[src/rtl/tt_operand_loader.sv]
// tt_operand_loader: front end of the tt_um adder datapath.
// Synchronizes the pad-driven strobe, clear and data bus, debounces the strobe,
// and collects two strobed bytes into an operand pair that is offered downstream
// with a valid/ready handshake.
module tt_operand_loader #(
  parameter int WIDTH           = 8,
  parameter int SYNC_STAGES     = 2,
  parameter int DEBOUNCE_CYCLES = 4
) (
  input  logic             clk,
  input  logic             rst_n,
  input  logic [WIDTH-1:0] data_in,
  input  logic             strobe_in,
  input  logic             clear_in,
  output logic [WIDTH-1:0] op_a,
  output logic [WIDTH-1:0] op_b,
  output logic             op_valid,
  input  logic             op_ready,
  output logic             busy,
  output logic             overrun
);

  localparam int CNT_W = (DEBOUNCE_CYCLES < 2) ? 1 : $clog2(DEBOUNCE_CYCLES);
  localparam logic [CNT_W-1:0] CNT_LAST = CNT_W'(DEBOUNCE_CYCLES - 1);

  typedef enum logic [1:0] {
    IDLE   = 2'd0,
    HAVE_A = 2'd1,
    VALID  = 2'd2
  } state_t;

  state_t state, state_next;

  logic [SYNC_STAGES-1:0]            strobe_sync;
  logic [SYNC_STAGES-1:0]            clear_sync;
  logic [SYNC_STAGES-1:0][WIDTH-1:0] data_sync;

  logic             strobe_s;
  logic             clear_s;
  logic [WIDTH-1:0] data_s;

  logic [CNT_W-1:0] deb_cnt;
  logic             deb_level;
  logic             deb_level_prev;
  logic             strobe_evt;

  logic [WIDTH-1:0] op_a_next;
  logic [WIDTH-1:0] op_b_next;
  logic             op_valid_next;
  logic             overrun_next;

  assign strobe_s   = strobe_sync[SYNC_STAGES-1];
  assign clear_s    = clear_sync[SYNC_STAGES-1];
  assign data_s     = data_sync[SYNC_STAGES-1];
  assign strobe_evt = deb_level & ~deb_level_prev;

  // Synchronizer chains: shift each pad input through SYNC_STAGES flops.
  always_ff @(posedge clk or negedge rst_n) begin
    if (!rst_n) begin
      strobe_sync <= '0;
      clear_sync  <= '0;
      data_sync   <= '0;
    end else begin
      strobe_sync <= {strobe_sync[SYNC_STAGES-2:0], strobe_in};
      clear_sync  <= {clear_sync[SYNC_STAGES-2:0], clear_in};
      data_sync   <= {data_sync[SYNC_STAGES-2:0], data_in};
    end
  end

  // Debounce: the level flips only after DEBOUNCE_CYCLES consecutive disagreeing samples.
  always_ff @(posedge clk or negedge rst_n) begin
    if (!rst_n) begin
      deb_cnt        <= '0;
      deb_level      <= 1'b0;
      deb_level_prev <= 1'b0;
    end else begin
      deb_level_prev <= deb_level;
      if (strobe_s == deb_level) begin
        deb_cnt <= '0;
      end else if (deb_cnt == CNT_LAST) begin
        deb_cnt   <= '0;
        deb_level <= ~deb_level;
      end else begin
        deb_cnt <= deb_cnt + CNT_W'(1);
      end
    end
  end

  // FSM state register plus registered outputs; busy is derived from the next state
  // so that it is a flop that always matches the current state.
  always_ff @(posedge clk or negedge rst_n) begin
    if (!rst_n) begin
      state    <= IDLE;
      op_a     <= '0;
      op_b     <= '0;
      op_valid <= 1'b0;
      overrun  <= 1'b0;
      busy     <= 1'b0;
    end else begin
      state    <= state_next;
      op_a     <= op_a_next;
      op_b     <= op_b_next;
      op_valid <= op_valid_next;
      overrun  <= overrun_next;
      busy     <= (state_next != IDLE);
    end
  end

  // Next-state logic: clear dominates, then capture/handshake per state.
  always_comb begin
    state_next    = state;
    op_a_next     = op_a;
    op_b_next     = op_b;
    op_valid_next = op_valid;
    overrun_next  = overrun;
    if (clear_s) begin
      state_next    = IDLE;
      op_valid_next = 1'b0;
      overrun_next  = 1'b0;
    end else begin
      case (state)
        IDLE: begin
          if (strobe_evt) begin
            op_a_next  = data_s;
            state_next = HAVE_A;
          end
        end
        HAVE_A: begin
          if (strobe_evt) begin
            op_b_next     = data_s;
            op_valid_next = 1'b1;
            state_next    = VALID;
          end
        end
        VALID: begin
          // A strobe while the pair is still owned here is dropped, even if the
          // pair is being consumed in the same cycle.
          if (op_valid && op_ready) begin
            op_valid_next = 1'b0;
            state_next    = IDLE;
          end
          if (strobe_evt) begin
            overrun_next = 1'b1;
          end
        end
        default: begin
          state_next    = IDLE;
          op_valid_next = 1'b0;
        end
      endcase
    end
  end

endmodule

[config.mk]
export PLATFORM = sky130hd
export DESIGN_NAME = tt_operand_loader
export DESIGN_NICKNAME = d
export VERILOG_FILES = /design/src/rtl/tt_operand_loader.sv
export SDC_FILE = /design/constraint.sdc
export NUM_CORES = 1
export LEC_CHECK = 0
export CORE_ASPECT_RATIO = 2
export CORE_UTILIZATION = 44
export DETAILED_ROUTE_END_ITERATION = 8
export PLACE_DENSITY_LB_ADDON = 0.12
export SYNTH_ARGS = -nofsm -noshare
export SYNTH_HDL_FRONTEND = slang
export SYNTH_SLANG_ARGS = --single-unit
[constraint.sdc]
create_clock -name clk -period 1.2 [get_ports clk]
set_input_delay 0.36 -clock clk [delete_from_list [all_inputs] [get_ports clk]]
set_output_delay 0.36 -clock clk [all_outputs]
set_load 0.005 [all_outputs]
Word level (Yosys, flattened, before mapping) --
Index checks and enable logic that the tools add are counted.
Storage, ports and cells: register bits after elaboration 45, logic and storage cells 49
Operators by class: $add $sub $neg 1, eq/ne operators 7, multiplexer cells 13, bitwise operators 5, reductions and logical operators 10
Operators with widths (number):
- 2-bit two-way mux | 6
- 3-bit AND reduction | 3
- 3-bit inequality test, second input constant | 2
- 2-bit case mux with 3 select lines | 1
- 2-bit nonzero test | 3
- 1-bit two-way mux | 5
- 2-bit == test, second input constant | 2
- 1-bit NOT | 4
- 2-bit AND reduction | 2
- 1-bit case mux with 3 select lines | 1
- 2-bit by 1-bit adder with 2-bit output, second input constant | 1
- 2-bit by 1-bit == test with 1-bit output, second input constant | 1
- 2-bit zero test | 1
- 2-bit inequality test, second input constant | 1
- 1-bit AND | 1
- 1-bit == test | 1
- 1-bit logical AND | 1

Longest topological paths before layout --
Gate-level depths: netlist (run 1).
depth after elaboration 6, depth in mapped cells 5, depth with buffers taken out 3

Worst setup path after synthesis (run 1) --
No wires, ideal clock.
kind register to register, from register deb_level, to register op_a[0], library setup time 0.125 ns, data arrival time 1.229 ns, data required time 1.075 ns, path slack -0.154 ns, stages on the path, launching flop included 6, cell sequence dfrtp_1 nor2b_4 buf_6 and3b_1 buf_6 mux2_4
Between the ends: cells in the longest elaborated chain, start to end 2
RTL lines:
- start, declared | RTL line 43 | logic deb_level;
- start signal, assigned | RTL line 82 | deb_level <= ~deb_level;
- 1-bit AND | RTL line 55 | assign strobe_evt = deb_level & ~deb_level_prev;
- 3-bit AND reduction (no source line)
- end signal, assigned | RTL line 101 | op_a <= op_a_next;
- end, declared | RTL line 15 | output logic [WIDTH-1:0] op_a,
No other way between the ends. A chain may end at the register's enable or synchronous reset.

Worst setup path in the final report (run 1) --
from register deb_level_prev, to register op_a[6]
Between the ends: cells in the longest elaborated chain, start to end 3
RTL lines:
- start, declared | RTL line 44 | logic deb_level_prev;
- start signal, assigned | RTL line 77 | deb_level_prev <= deb_level;
- 1-bit NOT | RTL line 55
- 1-bit AND | RTL line 55
- 3-bit AND reduction (no source line)
No other way between the ends.

==> metrics.yaml, run 1 <==
core_sq_um: 3230
avgSynthCellArea_sq_um: 17.4
crit_chain: "nor2b_4, and3b_2, buf_12, mux2_4"
worst_ep_arrival_time_ns: 1.47
grt_overflow: 0
worst_slack_ns: -0.0861
cts_max_level: 2
synth_top_area_frac: 0.742
synth_edf_count: 0
cp-end-kind: "flip-flop"
first_iter_violations: 10
row_count: 29
powerDensity_nw_per_um2: 2350
worst-setup-path-type: "reg2reg"
slew_viol_final: 0
dieHeight_um: 85.1
p_leak_nw: 1.02
ys_ff_latch: 45
initial_core_util: 0.470
max_stage_delay_ns: 0.40
grt_pass1_wl_um: 4500
place.gp.congestion: 0.638
syn-num-nets: 101
hold_violations: 0
relSlewSlack: 0.824
worstMarginPinSlew_ns: 0.264
num_vias: 873
diodes: 0
start_kind: "flip-flop"
dp_hpwl_um: 1820
yosysMostFrequentCell: "dfrtp_1"
max_cap_viol_count: 0
area_growth_pct: 36.3
ant_nets: 0
cp.buffers_inverters: 1
worstPathMaxFanout: 8
violations: "design-rule violations, negative setup slack"
status: "complete, but fails checks"
synth.area.top_cells: "dfrtp_1, mux2_4, mux2_2"
rsz0062_at_grt: "yes"
clk_path_buf_depth: 2
cts_root_buf: "clkbuf_8"
grt_max_degree: 28
drive_gt1_frac: 0.486
synthTopCellsByCount: "dfrtp_1, mux2_2, mux2_4, a21oi_1, nand2_1"
ys_warn_count: 0
yosysUniqueCellTypes: 18
io_pins: 32
yosysTopAreaCell: "dfrtp_1"
path_delay_family: "flip-flops"
syn-cell-area_sq_um: 1520
grt_usage: 0.173
hold_path.class: "reg2reg"
grt_pass1_vias: 999
dp.cells: 156
stdcell_count: 177
worstPathRequired_ns: 1.39
die_area_sq_um: 3700
antenna_found_initial: 0
final_nets: 159
finalCriticalPeriod_ns: 1.29
wirelength_um: 2630
clk_latency_ns: 0.30
syn_inst: 87
fmax_ghz: 0.778
fin_skew_ns: 0.00695
drc: 6
yosysSeqAreaShare: 0.742
die_w_um: 43.5
utilization: 0.640
vias_per_cell: 4.93
io_buffers: 31
clkTransAtPathRegs_ns: 0.08
clock-sinks: 45
post-route-period-util: 1.07
peakVddDrop_mv: 1.47
setup_violations: 16
dr.pass1.iters: 5
tritoncts: "built"
wl_per_cell_um: 14.9
cts_buffers: 5
async_reset_ff_frac: 1.00
slowest_stage: "dfrtp_1"
ys.flop_type: "dfrtp_1"
## kinds of logic (layout without fill, tap and decap cells)
kind of cell    after synthesis  after routing  synth area share
xor+xnor                      2              2            0.0115
fa+ha+maj                     1              1           0.00824
mux                          17             17             0.146
compound gates                6              6            0.0214
buf+inv                       3             62            0.0173
simple gates                 13             13            0.0536
flops                        45             45             0.742
## flip-flops by register name, summed over array words and instances, names as in the netlist
| name | count |
|---|---|
| busy | 1 |
| clear_sync | 2 |
| data_s | 8 |
| data_sync | 8 |
| deb_cnt | 2 |
| deb_level | 1 |
| deb_level_prev | 1 |
| op_a | 8 |
| op_b | 8 |
| op_valid | 1 |
| overrun | 1 |
| state | 2 |
| strobe_sync | 2 |
## area by class of cell
class,instances,area (sq um)
Multi-Input combinational cell,39,377
Clock inverter,1,30.0
Fill cell,257,1160
Timing Repair Buffer,54,410
Tap cell,31,38.8
Sequential cell,45,1130
Clock buffer,7,86.3
## cells in the final DEF, fill, tap and decap left out, drive strengths merged
master,instances
ha,1
clkbuf,8
mux2,17
dlygate4sd3,1
nand3b,1
o21bai,1
nand2,3
buf,41
nand3,1
a21oi,4
nor2b,3
xnor2,2
clkdlybuf4s50,11
dfrtp,45
o21ai,1
nor2,2
and3b,1
bufinv,1
nor3,2
## path summary, 6_finish.rpt
| path | start | to | slack [ns] | depth (start not counted) |
|---|---|---|---|---|
| setup / recovery | deb_level_prev | op_a[6] | -0.09 | 4 |
| hold / removal | data_sync[1] | data_s[1] | 0.35 | 0 |
| setup reg to reg | deb_level_prev | op_a[6] | -0.09 | 4 |
| hold reg to reg | data_sync[1] | data_s[1] | 0.35 | 0 |
| max in group asynchronous | rst_n | op_b[2] | 0.32 | 3 |
| min in group asynchronous | rst_n | data_s[7] | 0.46 | 2 |
## through the flow
| step | setup slack, ns | setup TNS, ns | hold WS (ns) | power, mW | instance area (sq um) |
|---|---|---|---|---|---|
| after floorplan | -0.154 | -1.49 | 0.0644 | 2.87 | 1520 |
| after global placement | -0.115 | -1.40 | 0.240 | 3.70 | 1940 |
| after detailed placement | -0.120 | -1.45 | 0.247 | 3.76 | 1940 |
| after CTS | -0.0943 | -1.01 | 0.356 | 4.82 | 2040 |
| after global routing | -0.134 | -1.89 | 0.360 | 5.13 | 2070 |
| final | -0.0861 | -0.693 | 0.352 | 4.86 | 2070 |
## repair_timing
| action | CTS | global route |
|---|---|---|
| resized for setup | 75 | 2 |
| setup buffers | 8 | 4 |
| endpoints found under the setup margin | 35 | 21 |
| hold buffers | 1 | 0 |
| pin swaps | 1 | 0 |
| endpoints found under the hold margin | 8 | 0 |
## layer usage
| layer | GRT usage | part of all wire | vias to the layer above |
|---|---|---|---|
| met1 | 0.182 | 0.37 | 443 |
| met2 | 0.292 | 0.56 | 20 |
| met5 | 0 | 0 | - |
| met4 | 0.102 | 0.030 | 0 |
| li1 | - | - | 405 |
| met3 | 0.0532 | 0.040 | 5 |
## report_power, final
part / internal, mW / total, mW / switching (mW)
clock network: 0.678 / 1.16 / 0.480
registers: 1.92 / 2.12 / 0.198
logic: 1.05 / 1.59 / 0.533
No activity file was read; power rests on OpenSTA's default activity.
==> run 2, diff against run 1 <==
--- a/config.mk
+++ b/config.mk
@@ -8,7 +8,9 @@
 export CORE_ASPECT_RATIO = 2
 export CORE_UTILIZATION = 44
 export DETAILED_ROUTE_END_ITERATION = 8
+export GPL_TIMING_DRIVEN = 1
 export PLACE_DENSITY_LB_ADDON = 0.12
+export SLEW_MARGIN = 5
 export SYNTH_ARGS = -nofsm -noshare
 export SYNTH_HDL_FRONTEND = slang
 export SYNTH_SLANG_ARGS = --single-unit
==> results of run 2 <==
No change in the layout: final DEF, timing and power equal those of run 1.
